[src/rtl/nmea_pkg.sv]
// nmea_pkg: sequencer states, NMEA framing characters and hex-digit decode
package nmea_pkg;

    typedef enum logic [2:0] {S_IDLE, S_HDR, S_BODY, S_CK1, S_CK2, S_EOL} state_t;

    localparam logic [7:0] CH_DOLLAR = 8'h24;
    localparam logic [7:0] CH_COMMA  = 8'h2C;
    localparam logic [7:0] CH_STAR   = 8'h2A;
    localparam logic [7:0] CH_CR     = 8'h0D;

    // {valid, nibble}; uppercase A-F only
    function automatic logic [4:0] hex2nib(input logic [7:0] c);
        return (c >= 8'h30 && c <= 8'h39) ? {1'b1, c[3:0]} :
               (c >= 8'h41 && c <= 8'h46) ? {1'b1, c[3:0] + 4'd9} : 5'd0;
    endfunction

endpackage

[src/rtl/rx_strobe_sync.sv]
// rx_strobe_sync: falling-edge strobe on uart_rx busy flag, holding the byte seen while it was high
module rx_strobe_sync (
    input  logic       clk,
    input  logic       rst,
    input  logic       rx_int,
    input  logic [7:0] rx_data,
    output logic       rx_stb,
    output logic [7:0] rx_byte
);

    logic q0, q1;

    always_ff @(posedge clk) begin
        if (rst) begin
            q0      <= 1'b0;
            q1      <= 1'b0;
            rx_byte <= '0;
        end else begin
            q0      <= rx_int;
            q1      <= q0;
            rx_byte <= rx_int ? rx_data : rx_byte;
        end
    end

    assign rx_stb = q1 & ~q0;

endmodule

[src/rtl/nmea_frame_ctrl.sv]
// nmea_frame_ctrl: NMEA sentence framing sequencer feeding field capture.
// Define NMEA_CKSUM_EN to compare the '*hh' checksum against the running XOR.
module nmea_frame_ctrl
    import nmea_pkg::*;
#(
    parameter logic [39:0] HDR     = 40'h4750524D43,
    parameter logic [7:0]  MAX_LEN = 8'd82,
    parameter logic [23:0] TIMEOUT = 24'd5_000_000
) (
    input  logic       clk,
    input  logic       rst,
    input  logic [7:0] rx_data,
    input  logic       rx_int,
    output logic       byte_vld,
    output logic [7:0] byte_data,
    output logic [4:0] fld_idx,
    output logic [3:0] chr_idx,
    output logic       in_sentence,
    output logic       frame_done,
    output logic       frame_ok,
    output logic       frame_err
);

    logic        rx_stb;
    logic [7:0]  rx_byte;
    state_t      state;
    logic [2:0]  hdr_cnt;
    logic [39:0] hdr_sr;
    logic [7:0]  len;
    logic [23:0] timer;
    logic [4:0]  hex;
    logic        hex_ok, is_dollar, bad_byte, abort, ck_match;
`ifdef NMEA_CKSUM_EN
    logic [7:0]  xor_acc, cksum;
`endif

    rx_strobe_sync u_sync (
        .clk     (clk),
        .rst     (rst),
        .rx_int  (rx_int),
        .rx_data (rx_data),
        .rx_stb  (rx_stb),
        .rx_byte (rx_byte)
    );

    // len never exceeds MAX_LEN while active, so len==MAX_LEN flags the overlong byte
    always_comb begin
        hex       = hex2nib(rx_byte);
        hex_ok    = hex >= 5'h10;
        is_dollar = rx_byte == CH_DOLLAR;
        bad_byte  = (state == S_HDR && rx_byte != hdr_sr[39:32]) ||
                    ((state == S_CK1 || state == S_CK2) && !hex_ok) ||
                    (state == S_EOL && rx_byte != CH_CR) ||
                    len == MAX_LEN;
        abort     = state != S_IDLE && (rx_stb ? !is_dollar && bad_byte : timer == TIMEOUT);
`ifdef NMEA_CKSUM_EN
        ck_match  = cksum == xor_acc;
`else
        ck_match  = 1'b1;
`endif
    end

    always_ff @(posedge clk) begin
        if (rst) begin
            state       <= S_IDLE;
            hdr_cnt     <= '0;
            hdr_sr      <= '0;
            len         <= '0;
            timer       <= '0;
            byte_vld    <= 1'b0;
            byte_data   <= '0;
            fld_idx     <= '0;
            chr_idx     <= '0;
            in_sentence <= 1'b0;
            frame_done  <= 1'b0;
            frame_ok    <= 1'b0;
            frame_err   <= 1'b0;
        end else begin
            byte_vld   <= 1'b0;
            frame_done <= 1'b0;
            frame_ok   <= 1'b0;
            frame_err  <= 1'b0;
            timer      <= (state == S_IDLE || rx_stb) ? '0 : timer + 24'd1;
            if (rx_stb && is_dollar) begin
                frame_done  <= in_sentence;
                frame_err   <= in_sentence;
                in_sentence <= 1'b0;
                state       <= S_HDR;
                hdr_cnt     <= '0;
                hdr_sr      <= HDR;
                len         <= 8'd1;
            end else if (abort) begin
                frame_done  <= in_sentence;
                frame_err   <= in_sentence;
                in_sentence <= 1'b0;
                state       <= S_IDLE;
            end else if (rx_stb && state != S_IDLE) begin
                len <= len + 8'd1;
                case (state)
                    S_HDR: begin
                        hdr_sr  <= hdr_sr << 8;
                        hdr_cnt <= hdr_cnt + 3'd1;
                        if (hdr_cnt == 3'd4) begin
                            state       <= S_BODY;
                            in_sentence <= 1'b1;
                            fld_idx     <= '0;
                            chr_idx     <= '0;
                        end
                    end
                    S_BODY: begin
                        if (rx_byte == CH_STAR) begin
                            state <= S_CK1;
                        end else begin
                            byte_vld  <= 1'b1;
                            byte_data <= rx_byte;
                            fld_idx   <= (rx_byte == CH_COMMA) ? fld_idx + {4'd0, fld_idx != 5'd31} : fld_idx;
                            chr_idx   <= (rx_byte == CH_COMMA) ? 4'd0 : chr_idx + {3'd0, chr_idx != 4'd15};
                        end
                    end
                    S_CK1: state <= S_CK2;
                    S_CK2: state <= S_EOL;
                    S_EOL: begin
                        frame_done  <= 1'b1;
                        frame_ok    <= ck_match;
                        frame_err   <= !ck_match;
                        in_sentence <= 1'b0;
                        state       <= S_IDLE;
                    end
                    default: state <= S_IDLE;
                endcase
            end
        end
    end

`ifdef NMEA_CKSUM_EN
    always_ff @(posedge clk) begin
        if (rst || (rx_stb && is_dollar)) begin
            xor_acc <= '0;
            cksum   <= '0;
        end else if (rx_stb && !abort) begin
            if (state == S_HDR || (state == S_BODY && rx_byte != CH_STAR))
                xor_acc <= xor_acc ^ rx_byte;
            if (state == S_CK1 || state == S_CK2)
                cksum <= {cksum[3:0], hex[3:0]};
        end
    end
`endif

endmodule

[config.mk]
export PLATFORM = sky130hd
export DESIGN_NAME = nmea_frame_ctrl
export DESIGN_NICKNAME = d
export VERILOG_FILES = /design/src/rtl/nmea_pkg.sv /design/src/rtl/rx_strobe_sync.sv /design/src/rtl/nmea_frame_ctrl.sv
export SDC_FILE = /design/constraint.sdc
export NUM_CORES = 1
export LEC_CHECK = 0
export CAP_MARGIN = 15
export CORE_MARGIN = 1.5
export CORE_UTILIZATION = 60
export CTS_CLUSTER_DIAMETER = 40
export CTS_CLUSTER_SIZE = 10
export DETAILED_ROUTE_END_ITERATION = 6
export DONT_BUFFER_PORTS = 1
export GPL_ROUTABILITY_DRIVEN = 0
export GPL_TIMING_DRIVEN = 0
export HOLD_SLACK_MARGIN = 0.12
export PLACE_DENSITY = 0.76
export SKIP_CTS_REPAIR_TIMING = 1
export SYNTH_ARGS = -nofsm -noshare
export SYNTH_HDL_FRONTEND = slang
export SYNTH_HIERARCHICAL = 1
export SYNTH_SLANG_ARGS = --single-unit
export TNS_END_PERCENT = 5
[constraint.sdc]
create_clock -name clk -period 3 [get_ports clk]
set_clock_uncertainty 0.1 [all_clocks]
set_input_delay 0.6 -clock clk [delete_from_list [all_inputs] [get_ports clk]]
set_output_delay 0.6 -clock clk [all_outputs]
set_load 0.02 [all_outputs]
# == Word level (Yosys, flattened, before mapping) ==
# Cells that the tools add are included.
# Widths: inputs -> output; s select.
# op_classes
n_eq_ne,22
mux,33
n_reduce_logical,37
add_sub_neg,6
bitwise,7
order_cmp,5
# op_table
operator,count
$mux 39,4
$mux 5,5
$add 24x1->24 const B,1
$eq 24x23->1 const B,1
$eq 8x6->1 const B,3
$mux 1,15
$reduce_and 3->1,5
$mux 4,3
$pmux 3 s4,1
$pmux 5 s2,1
$eq 3x3->1 const B,3
$logic_and 1x1->1,9
$add 8x1->8 const B,1
$eq 8x7->1 const B,1
$ge 8x6->1 const B,1
$ge 8x7->1 const B,1
$le 8x6->1 const B,1
$le 8x7->1 const B,1
$ne 4x4->1 const B,2
$ne 8x4->1 const B,1
$ne 8x7->1,1
$pmux 4 s2,1
$reduce_bool 2->1,4
$reduce_and 7->1,1
25 further kinds,43
# totals
word_cells,129
out_inout_bits,22
in_bits,11
regBits,96

# == Longest topological paths before layout ==
# depth
ltp_word,15
depth_mapped,9
mapped_depth_nobuf,8

# == Cells and area by module ==
# Netlist, hierarchy kept.
# by_module_without_submodules
module,cells_per_inst,instances,area_per_inst_um2,seq_area_each_um2
nmea_frame_ctrl,448,1,3772.4,1501.4
rx_strobe_sync,31,1,345.3,200.2

# == Worst setup path before layout ==
# Ideal clock, no wire load.
# synth_timing
path_type,reg2reg
startpoint,register len[0]
endpoint,register chr_idx[3]
n_path_buf,1
required_ns,2.830
synth_period_minus_slack_ns,2.603
arrival_time_ns,2.432
path_slack_ns,0.397
path_stages_with_launch,10
setup_time_ns,0.070
cell_sequence,dfxtp_1 > inv_1 > ha_1 > nor4bb_1 > and3_2 > a311o_1 > or4b_1 > buf_2 > or4_1 > a21oi_1
# synth_via
elab_chain_cells,7
# synth_rtl
element,line,text
from (decl),nmea_frame_ctrl.sv:29,logic [7:0] len;
from (signal assigned),nmea_frame_ctrl.sv:98,len <= len + 8'd1;
$eq 8x7->1,nmea_frame_ctrl.sv:54,len == MAX_LEN;
$logic_or 1x1->1,nmea_frame_ctrl.sv:53,(state == S_EOL && rx_byte != CH_CR) ||
$logic_and 1x1->1,nmea_frame_ctrl.sv:55,abort = state != S_IDLE && (rx_stb ? !is_dollar && bad_byte : timer == TIMEOUT);
$mux 1,nmea_frame_ctrl.sv:55,
$logic_and 1x1->1,nmea_frame_ctrl.sv:55,
$not 1->1 (no source line),--,
$reduce_and 6->1 (no source line),--,
to (signal assigned),nmea_frame_ctrl.sv:117,"chr_idx <= (rx_byte == CH_COMMA) ? 4'd0 : chr_idx + {3'd0, chr_idx != 4'd15};"
to (decl),nmea_frame_ctrl.sv:17,"output logic [3:0] chr_idx,"
# Every way passes these cells.
# A chain may end at the register's enable or synchronous reset.

# == Worst setup path in the final report ==
# layout_timing
startpoint,register u_sync.q1
endpoint,register chr_idx[3]
# layout_via
elab_chain_cells,5
elab_cells_between_ends,8
cone_classes,mux (1); bitwise (3); reduce/logical (4)
# layout_rtl
element,line,text
from (decl),rx_strobe_sync.sv:11,"logic q0, q1;"
from (signal assigned),rx_strobe_sync.sv:20,q1 <= q0;
$and 1x1->1 (*),rx_strobe_sync.sv:25,assign rx_stb = q1 & ~q0;
net rx_stb,nmea_frame_ctrl.sv:24,logic rx_stb;
$mux 1,nmea_frame_ctrl.sv:55,
$logic_and 1x1->1,nmea_frame_ctrl.sv:55,
$not 1->1 (no source line),--,
$reduce_and 6->1 (no source line) (*),--,
# Mark *: on every way through the listed nets, which the timed path passes. The rest lies on a longest branch.

==> impl_metrics.ini <==
[timing]
tightest_slew_ns = 0.830
worst_slack_ns = 0.177
slew_headroom_pct = 44.5
max_freq_mhz = 354
fin_crit_ns = 2.82
period_share_pct = 94.1
tns_ns = 0
hold_viol = 0
slew_viol_final = 0
fin_hold_ws_ns = 0.290
rsz0062_at_grt = false
setup_viol = 0

[global_routing]
grt_pass1_wl_um = 14100
gr-total-overflow = 0
track_usage_pct = 23.9
grt_max_degree = 15
first_global_vias = 3122
grt_antenna_before_repair = 0

[placement]
place_area_um2 = 4220
io_buffers = 0
dp_slack_ns = 0.227
dp_hpwl_um = 6000

[clock_network]
clk_latency_ns = 0.36
cts-root-buf = clkbuf_8
clk_pin_slew_worst_paths_ns = 0.09
clock_path_buffers = 2
cts.htree.levels = 3
cts.sinks = 85
cts_buffers = 9
cts_tree = done

[floorplan]
core_area_um2 = 6720
dieHeight_um = 85.8
rows = 30
die_w_um = 85.8
die_area_um2 = 7370
start_util_pct = 61.3
io_pins = 33

[power]
p_per_area_nw_per_um2 = 452
combPwrFrac_pct = 5.9
p_int_w = 0.00150
power.switching_w = 0.000491
sw_frac_of_total_pct = 24.7
peakVddDrop_mv = 0.219
p_leak_nw = 1.48
power_frac_seq_pct = 57.8
clkPwrFrac_pct = 36.3

[yosys]
yosysWarnings = 6
syn_nets = 500
async_reset_ff_share_pct = 0
synth_cell_types = 56
ys_ff_latch = 85
yosysSeqAreaShare_pct = 41.3
postSynthAreaPerCell_um2 = 8.60
synth-edff-count = 0
syn_area_um2 = 4120
synthFlopType = dfxtp_1
synthCells = 479

[drt]
num_vias = 3417
route.detailed.drc = 0
drtPass1Iterations = 5
wirelength_um = 8400
routedWlPerCell_um = 14.6
first_iter_violations = 214
vias_per_cell = 5.94
postRouteAntennaNets = 0

[worst_setup_path]
start_kind = flip-flop
cp-end-kind = flip-flop
required_ns = 3.19
path_class = reg2reg
path_max_fanout = 8
cp_data_arrival_time_ns = 3.01

[layout]
layout_common_cells = 85 x dfxtp_1, 52 x nor2_1, 32 x nand3_1, 29 x nand2_1
design_area_um2 = 4410
antenna_cells = 0
multi_input_area_um2 = 2260
nNetsFinal = 511
syn2layout_area_growth_pct = 6.99
final_common_cell = dfxtp_1
n_fill_cell = 572
register_area_um2 = 1700
layout-drive-gt1-share_pct = 7.07

[status]
outcome = completed

[hold_path]
hold_path_class = in2reg

[flow_run]
drv_cap = 0
## metrics by stage
step           instances  utilization, %  total power (W)
6_report             575            65.6          0.00199
5_1_grt              575            65.6          0.00209
4_1_cts              575            65.4          0.00201
3_5_place_dp         559            62.8          0.00129
3_3_place_gp         559            62.8          0.00129
2_1_floorplan        479               -          0.00126
## routing by layer
layer	global-route usage [%]	wire length [um]	vias to the layer above
li1	-	-	1717
met1	31.1	3920	1562
met2	37.3	3780	117
met3	4.91	455	21
met4	12.9	248	0
met5	0	0	-
## cells in the mapped netlist (all sizes together), types with 13 or more instances
cell type | instances | area, um2
dfxtp | 85 | 1700
nor2 | 52 | 195
nand3 | 32 | 160
nand2 | 29 | 109
a21oi | 25 | 125
nand2b | 25 | 156
o21ai | 24 | 120
clkbuf | 19 | 71.3
mux2i | 19 | 190
xor2 | 16 | 140
inv | 15 | 56.3
and3 | 13 | 82.6
## flip-flops by register name, indices dropped and copies added (netlist names)
signal / cells
byte_data: 8
byte_vld: 1
chr_idx: 4
fld_idx: 5
frame_done: 1
frame_err: 1
frame_ok: 1
hdr_cnt: 3
hdr_sr: 15
in_sentence: 1
len: 8
state: 3
timer: 24
u_sync/q0: 1
u_sync/q1: 1
u_sync/rx_byte: 8
## worst paths after layout
| check | to | slack, ns | depth (start not counted) | start |
|---|---|---|---|---|
| max | chr_idx[3] | 0.18 | 8 | u_sync/q1 |
| min reg2reg | u_sync/q1 | 0.37 | 1 | u_sync/q0 |
| max reg2reg | chr_idx[3] | 0.18 | 8 | u_sync/q1 |
| min | u_sync/rx_byte[3] | 0.29 | 2 | rx_data[3] |
## power by group through the flow
stage	clock, W	combinational, W	sequential (W)
floorplan	0	0.0000910	0.00117
global placement	0	0.000114	0.00118
detailed placement	0	0.000115	0.00118
CTS	0.000745	0.000116	0.00115
global route	0.000806	0.000128	0.00115
finish	0.000724	0.000117	0.00115
## logic make-up (layout without fill, tap and decap cells)
logic type | after synthesis | in the layout | share of synthesized area (%)
buf+inv | 40 | 56 | 3.98
flops | 85 | 85 | 41.3
compound gates | 82 | 82 | 12.7
simple gates | 215 | 215 | 28.4
fa+ha+maj | 10 | 10 | 3.04
mux | 19 | 19 | 4.62
xor+xnor | 28 | 28 | 5.96
## cell type report
| type | count | share of cell area, % |
|---|---|---|
| Buffer | 25 | 2.44 |
| Clock buffer | 10 | 3.12 |
| Clock inverter | 6 | 0.880 |
| Inverter | 15 | 1.28 |
| Multi-Input combinational cell | 354 | 51.4 |
| Sequential cell | 85 | 38.6 |
| Tap cell | 80 | 2.27 |
## worst max-delay path, stage by stage (launching register included)
cell,delay [ns]
dfxtp_1,0.32
nor2b_1,0.20
nor4bb_1,0.55
and3_1,0.32
nor2_1,0.05
or4b_1,0.46
buf_2,0.17
or4_1,0.46
a21oi_1,0.12
Note: power is estimated with default switching activity, not from simulation.
